`src/rtl/fact_sched.sv`:
```
`default_nettype none
// ============================================================================
// Module   : fact_sched
// Summary  : Queues factorial jobs and dispatches them round-robin to four
//            register-mapped factorial units, returning tagged results.
//            Define FACT_SCHED_STATS_EN to enable issue/completion counters.
// Revision : 1.0
// ============================================================================
module fact_sched #(
  parameter int DEPTH  = 4,
  parameter int NUNITS = 4
) (
  input  logic                   sys_clk,
  input  logic                   sys_rst,
  input  logic                   job_valid,
  output logic                   job_ready,
  input  logic [3:0]             job_n,
  input  logic [3:0]             job_tag,
  output logic                   res_valid,
  input  logic                   res_ready,
  output logic [3:0]             res_tag,
  output logic [31:0]            res_data,
  output logic [NUNITS-1:0]      fu_we,
  output logic [1:0]             fu_addr,
  output logic [31:0]            fu_wdata,
  input  logic [32*NUNITS-1:0]   fu_rdata,
  input  logic [NUNITS-1:0]      fu_done,
  output logic                   busy,
  output logic [15:0]            stat_issued,
  output logic [15:0]            stat_done
);

  localparam int            c_AW   = $clog2(DEPTH);
  localparam logic [c_AW:0] c_FULL = (c_AW+1)'(DEPTH);

  typedef enum logic [2:0] {
    S_IDLE   = 3'd0,
    S_WR_N   = 3'd1,
    S_WR_GO  = 3'd2,
    S_RD_RES = 3'd3,
    S_HOLD   = 3'd4
  } state_t;

  state_t             r_state;
  state_t             w_state_n;
  logic [1:0]         r_sel;
  logic [1:0]         w_sel_n;
  logic [1:0]         r_rr;
  logic [NUNITS-1:0]  r_occ;
  logic [3:0]         r_tag [NUNITS];

  logic [7:0]         r_fifo [DEPTH];
  logic [c_AW-1:0]    r_wr_ptr;
  logic [c_AW-1:0]    r_rd_ptr;
  logic [c_AW:0]      r_count;
  logic               w_push;
  logic               w_pop;
  logic               w_empty;
  logic [3:0]         w_head_n;
  logic [3:0]         w_head_tag;

  logic               r_res_valid;
  logic [3:0]         r_res_tag;
  logic [31:0]        r_res_data;
  logic [31:0]        w_rd_slice;

  logic [NUNITS-1:0]  w_sel_oh;
  logic [NUNITS-1:0]  w_cmp_vec;
  logic               w_any_cmp;
  logic [1:0]         w_cmp_idx;
  logic               w_any_free;
  logic [1:0]         w_free_idx;
  logic               w_res_xfer;

  // ---------------------------------------------------------------- job FIFO
  assign w_empty   = (r_count == '0);
  assign job_ready = (r_count != c_FULL);
  assign w_push    = job_valid & job_ready;
  assign {w_head_n, w_head_tag} = r_fifo[r_rd_ptr];

  always_ff @(posedge sys_clk) begin
    if (w_push) begin
      r_fifo[r_wr_ptr] <= {job_n, job_tag};
    end
  end

  always_ff @(posedge sys_clk or posedge sys_rst) begin
    if (sys_rst) begin
      r_wr_ptr <= '0;
      r_rd_ptr <= '0;
      r_count  <= '0;
    end else begin
      if (w_push) begin
        r_wr_ptr <= r_wr_ptr + 1'b1;
      end
      if (w_pop) begin
        r_rd_ptr <= r_rd_ptr + 1'b1;
      end
      case ({w_push, w_pop})
        2'b10:   r_count <= r_count + 1'b1;
        2'b01:   r_count <= r_count - 1'b1;
        default: r_count <= r_count;
      endcase
    end
  end

  // --------------------------------------------------------- unit selection
  assign w_cmp_vec  = r_occ & fu_done;
  assign w_sel_oh   = NUNITS'(1) << r_sel;
  assign w_rd_slice = fu_rdata[{r_sel, 5'b0} +: 32];

  always_comb begin
    w_any_cmp = 1'b0;
    w_cmp_idx = 2'd0;
    for (int i = NUNITS - 1; i >= 0; i--) begin
      if (w_cmp_vec[i]) begin
        w_any_cmp = 1'b1;
        w_cmp_idx = 2'(i);
      end
    end
  end

  // Walk backwards from rr+4 down to rr+1 so the nearest free unit wins.
  always_comb begin
    logic [1:0] v_cand;
    v_cand     = 2'd0;
    w_any_free = 1'b0;
    w_free_idx = 2'd0;
    for (int k = NUNITS; k >= 1; k--) begin
      v_cand = r_rr + 2'(k);
      if (!r_occ[v_cand]) begin
        w_any_free = 1'b1;
        w_free_idx = v_cand;
      end
    end
  end

  // ----------------------------------------------------------------- FSM
  always_comb begin
    w_state_n  = r_state;
    w_sel_n    = r_sel;
    fu_we      = '0;
    fu_addr    = 2'd0;
    fu_wdata   = 32'd0;
    w_pop      = 1'b0;
    w_res_xfer = 1'b0;
    case (r_state)
      S_IDLE: begin
        if (w_any_cmp) begin
          w_sel_n   = w_cmp_idx;
          w_state_n = S_RD_RES;
        end else if (!w_empty && w_any_free) begin
          w_sel_n   = w_free_idx;
          w_state_n = S_WR_N;
        end
      end
      S_WR_N: begin
        fu_we     = w_sel_oh;
        fu_addr   = 2'd0;
        fu_wdata  = {28'd0, w_head_n};
        w_pop     = 1'b1;
        w_state_n = S_WR_GO;
      end
      S_WR_GO: begin
        fu_we     = w_sel_oh;
        fu_addr   = 2'd1;
        fu_wdata  = 32'd1;
        w_state_n = S_IDLE;
      end
      S_RD_RES: begin
        fu_addr   = 2'd3;
        w_state_n = S_HOLD;
      end
      S_HOLD: begin
        if (res_ready) begin
          // Writing GO=0 is what clears the unit's done level.
          fu_we      = w_sel_oh;
          fu_addr    = 2'd1;
          fu_wdata   = 32'd0;
          w_res_xfer = 1'b1;
          w_state_n  = S_IDLE;
        end
      end
      default: w_state_n = S_IDLE;
    endcase
  end

  always_ff @(posedge sys_clk or posedge sys_rst) begin
    if (sys_rst) begin
      r_state     <= S_IDLE;
      r_sel       <= 2'd0;
      r_rr        <= 2'd3;
      r_occ       <= '0;
      r_res_valid <= 1'b0;
      r_res_tag   <= 4'd0;
      r_res_data  <= 32'd0;
      for (int i = 0; i < NUNITS; i++) begin
        r_tag[i] <= 4'd0;
      end
    end else begin
      r_state <= w_state_n;
      r_sel   <= w_sel_n;
      if (r_state == S_WR_N) begin
        r_rr         <= r_sel;
        r_tag[r_sel] <= w_head_tag;
      end
      if (r_state == S_WR_GO) begin
        r_occ[r_sel] <= 1'b1;
      end
      if (r_state == S_RD_RES) begin
        r_res_valid <= 1'b1;
        r_res_tag   <= r_tag[r_sel];
        r_res_data  <= w_rd_slice;
      end
      if (w_res_xfer) begin
        r_res_valid  <= 1'b0;
        r_occ[r_sel] <= 1'b0;
      end
    end
  end

  assign res_valid = r_res_valid;
  assign res_tag   = r_res_tag;
  assign res_data  = r_res_data;
  assign busy      = (|r_occ) | ~w_empty | (r_state != S_IDLE);

  // ------------------------------------------------------------ statistics
`ifdef FACT_SCHED_STATS_EN
  logic [15:0] r_stat_issued;
  logic [15:0] r_stat_done;

  always_ff @(posedge sys_clk or posedge sys_rst) begin
    if (sys_rst) begin
      r_stat_issued <= 16'd0;
      r_stat_done   <= 16'd0;
    end else begin
      if (r_state == S_WR_GO) begin
        r_stat_issued <= r_stat_issued + 16'd1;
      end
      if (w_res_xfer) begin
        r_stat_done <= r_stat_done + 16'd1;
      end
    end
  end

  assign stat_issued = r_stat_issued;
  assign stat_done   = r_stat_done;
`else
  assign stat_issued = 16'd0;
  assign stat_done   = 16'd0;
`endif

endmodule
`default_nettype wire

```
`config.mk`:
```
export PLATFORM = sky130hd
export DESIGN_NAME = fact_sched
export DESIGN_NICKNAME = d
export VERILOG_FILES = /design/src/rtl/fact_sched.sv
export SDC_FILE = /design/constraint.sdc
export NUM_CORES = 1
export LEC_CHECK = 0
export CORE_ASPECT_RATIO = 0.75
export CORE_MARGIN = 2
export CORE_UTILIZATION = 46
export DETAILED_ROUTE_END_ITERATION = 10
export GPL_TIMING_DRIVEN = 0
export PLACE_DENSITY_LB_ADDON = 0.12
export SLEW_MARGIN = 20
export SYNTH_ARGS = -nofsm -noshare
export SYNTH_HDL_FRONTEND = slang
export SYNTH_SLANG_ARGS = --single-unit
```
`constraint.sdc`:
```
create_clock -name sys_clk -period 6.7 [get_ports sys_clk]
set_clock_uncertainty 0.15 [all_clocks]
set_input_delay 0.67 -clock sys_clk [delete_from_list [all_inputs] [get_ports sys_clk]]
set_output_delay 0.67 -clock sys_clk [all_outputs]
set_load 0.005 [all_outputs]
```
# Yosys cells after proc, flatten, opt, wreduce, memory -nomap -nowiden
# Memories as Yosys holds them, arrays and structs flattened.
# Index checks and enable logic that the tools add are counted.
[word_totals]
regBits = 71
ramBits = 32
in_bits = 144
out_inout_bits = 109
word_cells = 117
memories = 1
[op_classes]
addsub = 7
n_lt_le_gt_ge = 8
n_eq_ne = 9
shifts = 2
mux = 53
bitwise = 9
reduce_logical = 14
[memory_table]
columns = ["name", "depth", "width", "read_ports", "rd_clocked_by_memory_dff", "write_ports", "line_no", "text"]
rows = [
  ["r_fifo", 4, 8, 1, 0, 1, "52", "logic [7:0] r_fifo [DEPTH];"],
]
[ops]
columns = ["operator", "n"]
rows = [
  ["128-bit by 8-bit indexed part select with 32-bit output", 1],
  ["4-bit two-way mux", 6],
  ["1-bit two-way mux", 21],
  ["2-bit two-way mux", 10],
  ["16-bit bitwise mux", 1],
  ["4-bit one-hot mux with 2 select lines", 2],
  ["2-bit by 3-bit less-than comparator with 1-bit output, second input constant", 5],
  ["3-bit one-hot mux with 4 select lines", 1],
  ["3-bit two-way mux", 3],
  ["4-bit AND", 2],
  ["1-bit binary-select mux with 2-bit select", 4],
  ["4-bit binary-select mux with 2-bit select", 1],
  ["4-bit demux with 2-bit select", 1],
  ["2-bit by 1-bit adder with 2-bit output, second input constant", 3],
  ["3-bit by 2-bit == test with 1-bit output, second input constant", 2],
  ["3-bit zero test", 2],
  ["3-bit != test, second input constant", 2],
  ["2-bit one-hot mux with 3 select lines", 1],
  ["3-bit one-hot mux with 2 select lines", 1],
  ["2-bit nonzero test", 3],
  ["2-bit adder, second input constant", 2],
  ["4-bit inverter", 1],
  ["4-bit bitwise OR", 1],
  ["2-bit AND reduction", 2],
  ["other kinds (21)", 24],
]

# Logic depth before layout (Yosys ltp)
[logic_depth]
depth_word = 10
ltp_mapped = 9
mapped_depth_nobuf = 9

# Worst setup path after synthesis
# OpenSTA, ideal clock, no wires.
[synth_path]
path_kind = "reg-to-reg"
startpoint = "reg r_state[2]"
endpoint = "reg r_count[2]"
setup_ns = 0.079
arrival_time_ns = 1.903
t_required_ns = 6.471
path_slack_ns = 4.567
path_stages_with_launch = 10
n_path_buf = 1
synth_period_minus_slack_ns = 2.133
cell_sequence = "dfrtp_1 nor2_2 and2_1 buf_4 ha_1 inv_1 fa_1 xor2_1 nor2_1 xor2_1"
[synth_between]
elab_chain_len = 4
word_cells_on_any_way = 6
cone_classes = "eq/ne: 3; mux: 2; reduce/logical: 1"
[synth_rtl]
columns = ["item", "line_no", "text"]
rows = [
  ["start: declaration", "44", "state_t r_state;"],
  ["start signal: assignment", "201", "r_state <= w_state_n;"],
  ["3-bit by 1-bit == test with 1-bit output (*)", "147", "case (r_state)"],
  ["1-bit two-way mux (*)", "147", ""],
  ["2-bit by 1-bit == test with 1-bit output / 2-bit == test (equally long branches)", "99", "case ({w_push, w_pop})"],
  ["3-bit one-hot mux with 2 select lines / 2-bit nonzero test (equally long branches)", "--", ""],
  ["end signal: assignment", "100", "2'b10: r_count <= r_count + 1'b1;"],
  ["end signal: assignment", "101", "2'b01: r_count <= r_count - 1'b1;"],
  ["end signal: assignment", "102", "default: r_count <= r_count;"],
  ["end: declaration", "55", "logic [c_AW:0] r_count;"],
]
# Every way passes the cells marked *; elsewhere a longest branch is shown, timed or not.
# A chain may end at the register's enable or synchronous reset.

# Worst setup path in the final report
[layout_path]
startpoint = "in res_ready"
endpoint = "out fu_we[0]"
[layout_between]
elab_chain_len = 2
[layout_rtl]
columns = ["item", "line_no", "text"]
rows = [
  ["start: declaration", "20", "input logic res_ready,"],
  ["4-bit two-way mux", "175", "if (res_ready) begin"],
  ["4-bit one-hot mux with 2 select lines", "147", ""],
  ["end: declaration", "23", "output logic [NUNITS-1:0] fu_we,"],
]
# Every way passes these cells.

==> metrics.txt <==
pwr/cell area=376 nW/um2; syn_area_per_cell=14.4 um2; top sig layer=met4; row count=34; RSZ-0062 raised after global routing=false; WL/cell=17.4 um; Psw=0.989 mW; die width=131 um; Final HPWL DP=11.4 mm; total track usage=0.221; Synth Instances=387; fmax=307 MHz; via count=3978; root buffer cell=clkbuf_16; Max VDD drop=0.189 mV; antenna violations before repair=2; clock sink count=103; Die H=99.4 um; Post-synth EDFFs=32; worst slew pin tran=0.675 ns; share of cells above drive strength 1=0.276; CP Cell Sequence=clkdlybuf4s50_1, and3_1, nor3_1, nor3_1, clkdlybuf4s50_1; status=completed; Clk network pwr share=0.168; Worst EP required=5.88 ns; crit path max fanout=5; Core Box Area=11700 um2; Crit path largest cell delay=0.50 ns; commonest register cell after synthesis=dfrtp_1; TritonCTS clock tree=done; Tcrit/Tclk final=0.487; Final Hold Violating Endpoints=0; CP Class=input port to output pin; Final min period=3.26 ns; post-synth top area share=0.309; hold bufs inserted after CTS=0; CP top delay family=buffers and inverters; met2 WL=7.22 mm; I/O pins=253; crit start category=input port; CTS Buf Count=9; H-tree level count=3; worst-case headroom to the max-slew limit=0.550; final setup vio count=0; Slowest-stage cell, CP=clkdlybuf4s50_1; Max Cap Viol=0; Int Pwr=2.11 mW; nature of the critical path endpoint=output pin; met1 wire length=5.79 mm; Area growth, synth to finish=47.9%; Placer Congestion=0.827; largest net degree at the start of global routing=41; Resized cells post-CTS=0; Reg clk slew, reported paths=0.07 ns; post-synthesis sequential area ratio=0.491; type of the worst min-delay path=flip-flop to flip-flop; NumNets Final=800; Switching Fraction=0.319; first-pass GRT wire length=22.1 mm; final core utilization=0.706; final WL=14.3 mm; FF+latch count, synth=103; drt drc=0; synth unique cells=44; Die ar.=13000 um2; initial core utilization=0.477; drt initial violations=204; met3 routed WL=949 um; Comb pwr share=0.493; clock latency on the worst-skew pair=0.34 ns; drt pass-1 iters=4; Sequential Power Share=0.338; Yosys warnings=0; most frequent cell after synthesis=dfrtp_1; Final TNS setup=0 ns; leakage power=3.48 nW; global route total overflow=0; port bufs=192; vias in the first global route=4178; clock tree buffer depth=2; area of the mapped netlist=5580 um2; Worst EP arrival=2.44 ns; postcts setup bufs=0; remaining antenna violation count after routing=0; CP Buf/Inv Count=2; commonest cells in the netlist=69 x dfrtp_1, 63 x buf_4, 44 x mux4_2, 37 x mux2_2, 32 x edfxtp_1; Slew Limit Fails=0; via-per-instance ratio=4.86; Synth area leader=dfrtp_1; top cells by area, synth=dfrtp_1 31%, mux4_2 18%, edfxtp_1 17%; asr flop ratio synth=0.689
==> placed cells by master, fill, tap and decap left out, types with 2 or more instances in the layout <==
cell | netlist | routed
mux4_2 | 44 | 44
inv_1 | 10 | 9
mux2_1 | 17 | 17
mux2_2 | 37 | 37
xor2_1 | 3 | 3
o21ai_0 | 4 | 4
a31oi_1 | 4 | 4
clkdlybuf4s50_1 | 0 | 192
xnor2_1 | 3 | 3
diode_2 | 0 | 2
buf_6 | 4 | 4
buf_2 | 12 | 12
clkbuf_1 | 2 | 3
nor2b_1 | 4 | 4
conb_1 | 1 | 60
a21oi_1 | 7 | 7
edfxtp_1 | 32 | 32
nand3_1 | 2 | 2
and3_1 | 9 | 9
buf_4 | 63 | 63
dfrtp_1 | 69 | 69
mux2i_1 | 2 | 2
ha_1 | 5 | 5
a21o_1 | 2 | 2
nor3_1 | 4 | 4
clkbuf_16 | 0 | 9
dfstp_2 | 2 | 2
nor2_1 | 10 | 10
nand2_1 | 16 | 16
o21ai_1 | 2 | 2
==> power by group through the flow <==
stage                     clock network [mW]  registers (mW)  logic [mW]
after floorplan                            0            1.04       0.929
after global placement                     0            1.04        1.50
after detailed placement                   0            1.06        1.54
after CTS                              0.535            1.05        1.55
after global routing                   0.561            1.08        1.66
final                                  0.522            1.05        1.53
==> state kept, by name, indices dropped and copies added, names as in the netlist <==
name       flops
r_count        3
r_fifo        32
r_occ          4
r_rd_ptr       2
r_rr           2
r_sel          2
r_state        3
r_tag         16
r_wr_ptr       2
res_data      32
res_tag        4
res_valid      1
==> routing by layer <==
metal  up-vias  track usage
li1       1839            -
met1      1954        0.269
met2       166        0.381
met3        19       0.0790
met4         0       0.0552
met5         -            0
==> cell families after synthesis <==
group                      count (synthesis)  synth area share
xor gates and xnor gates                   6           0.00941
buffers and inverters                     92             0.112
adders and majority gates                  6            0.0148
DFF                                      103             0.491
and+or+nand+nor                           51            0.0448
other                                      1          0.000672
AOI/OAI and AO/OA                         27            0.0345
muxes                                    101             0.293
==> layout make-up <==
class,instances,area [um2]
Fill cell,829,3440
Sequential cell,103,2740
Multi-Input combinational cell,251,2440
Timing Repair Buffer,193,1940
Buffer,82,589
Clock buffer,11,243
Tap cell,162,203
Clock inverter,5,56.3
Inverter,10,40.0
Antenna cell,2,5.00
==> per-stage QoR <==
step	std cells	worst slack (ns)	power [mW]	instance area, um2	hold WS, ns
floorplan	446	4.09	1.97	5800	0.303
global placement	800	2.90	2.54	7930	0.313
detailed placement	801	3.48	2.60	7950	0.313
CTS	817	3.47	3.13	8250	0.339
global route	819	3.33	3.30	8260	0.357
finish	819	3.44	3.10	8260	0.331
==> worst min-delay path, cell delays in order, from the launching register on <==
cell	delay [ns]
dfrtp_1	0.34
nand2_1	0.05
nand2_1	0.06
==> worst paths after layout <==
check                      startpoint            to  slack [ns]  cells after the start
min in group asynchronous     sys_rst  res_data[18]        0.53                      2
max reg2reg                r_state[2]    r_count[2]        4.25                      9
min                         res_valid     res_valid        0.33                      2
max in group asynchronous     sys_rst       r_rr[0]        5.26                      3
min reg2reg                 res_valid     res_valid        0.33                      2
max                         res_ready      fu_we[0]        3.44                      5
No activity file was read; power rests on OpenSTA's default activity.
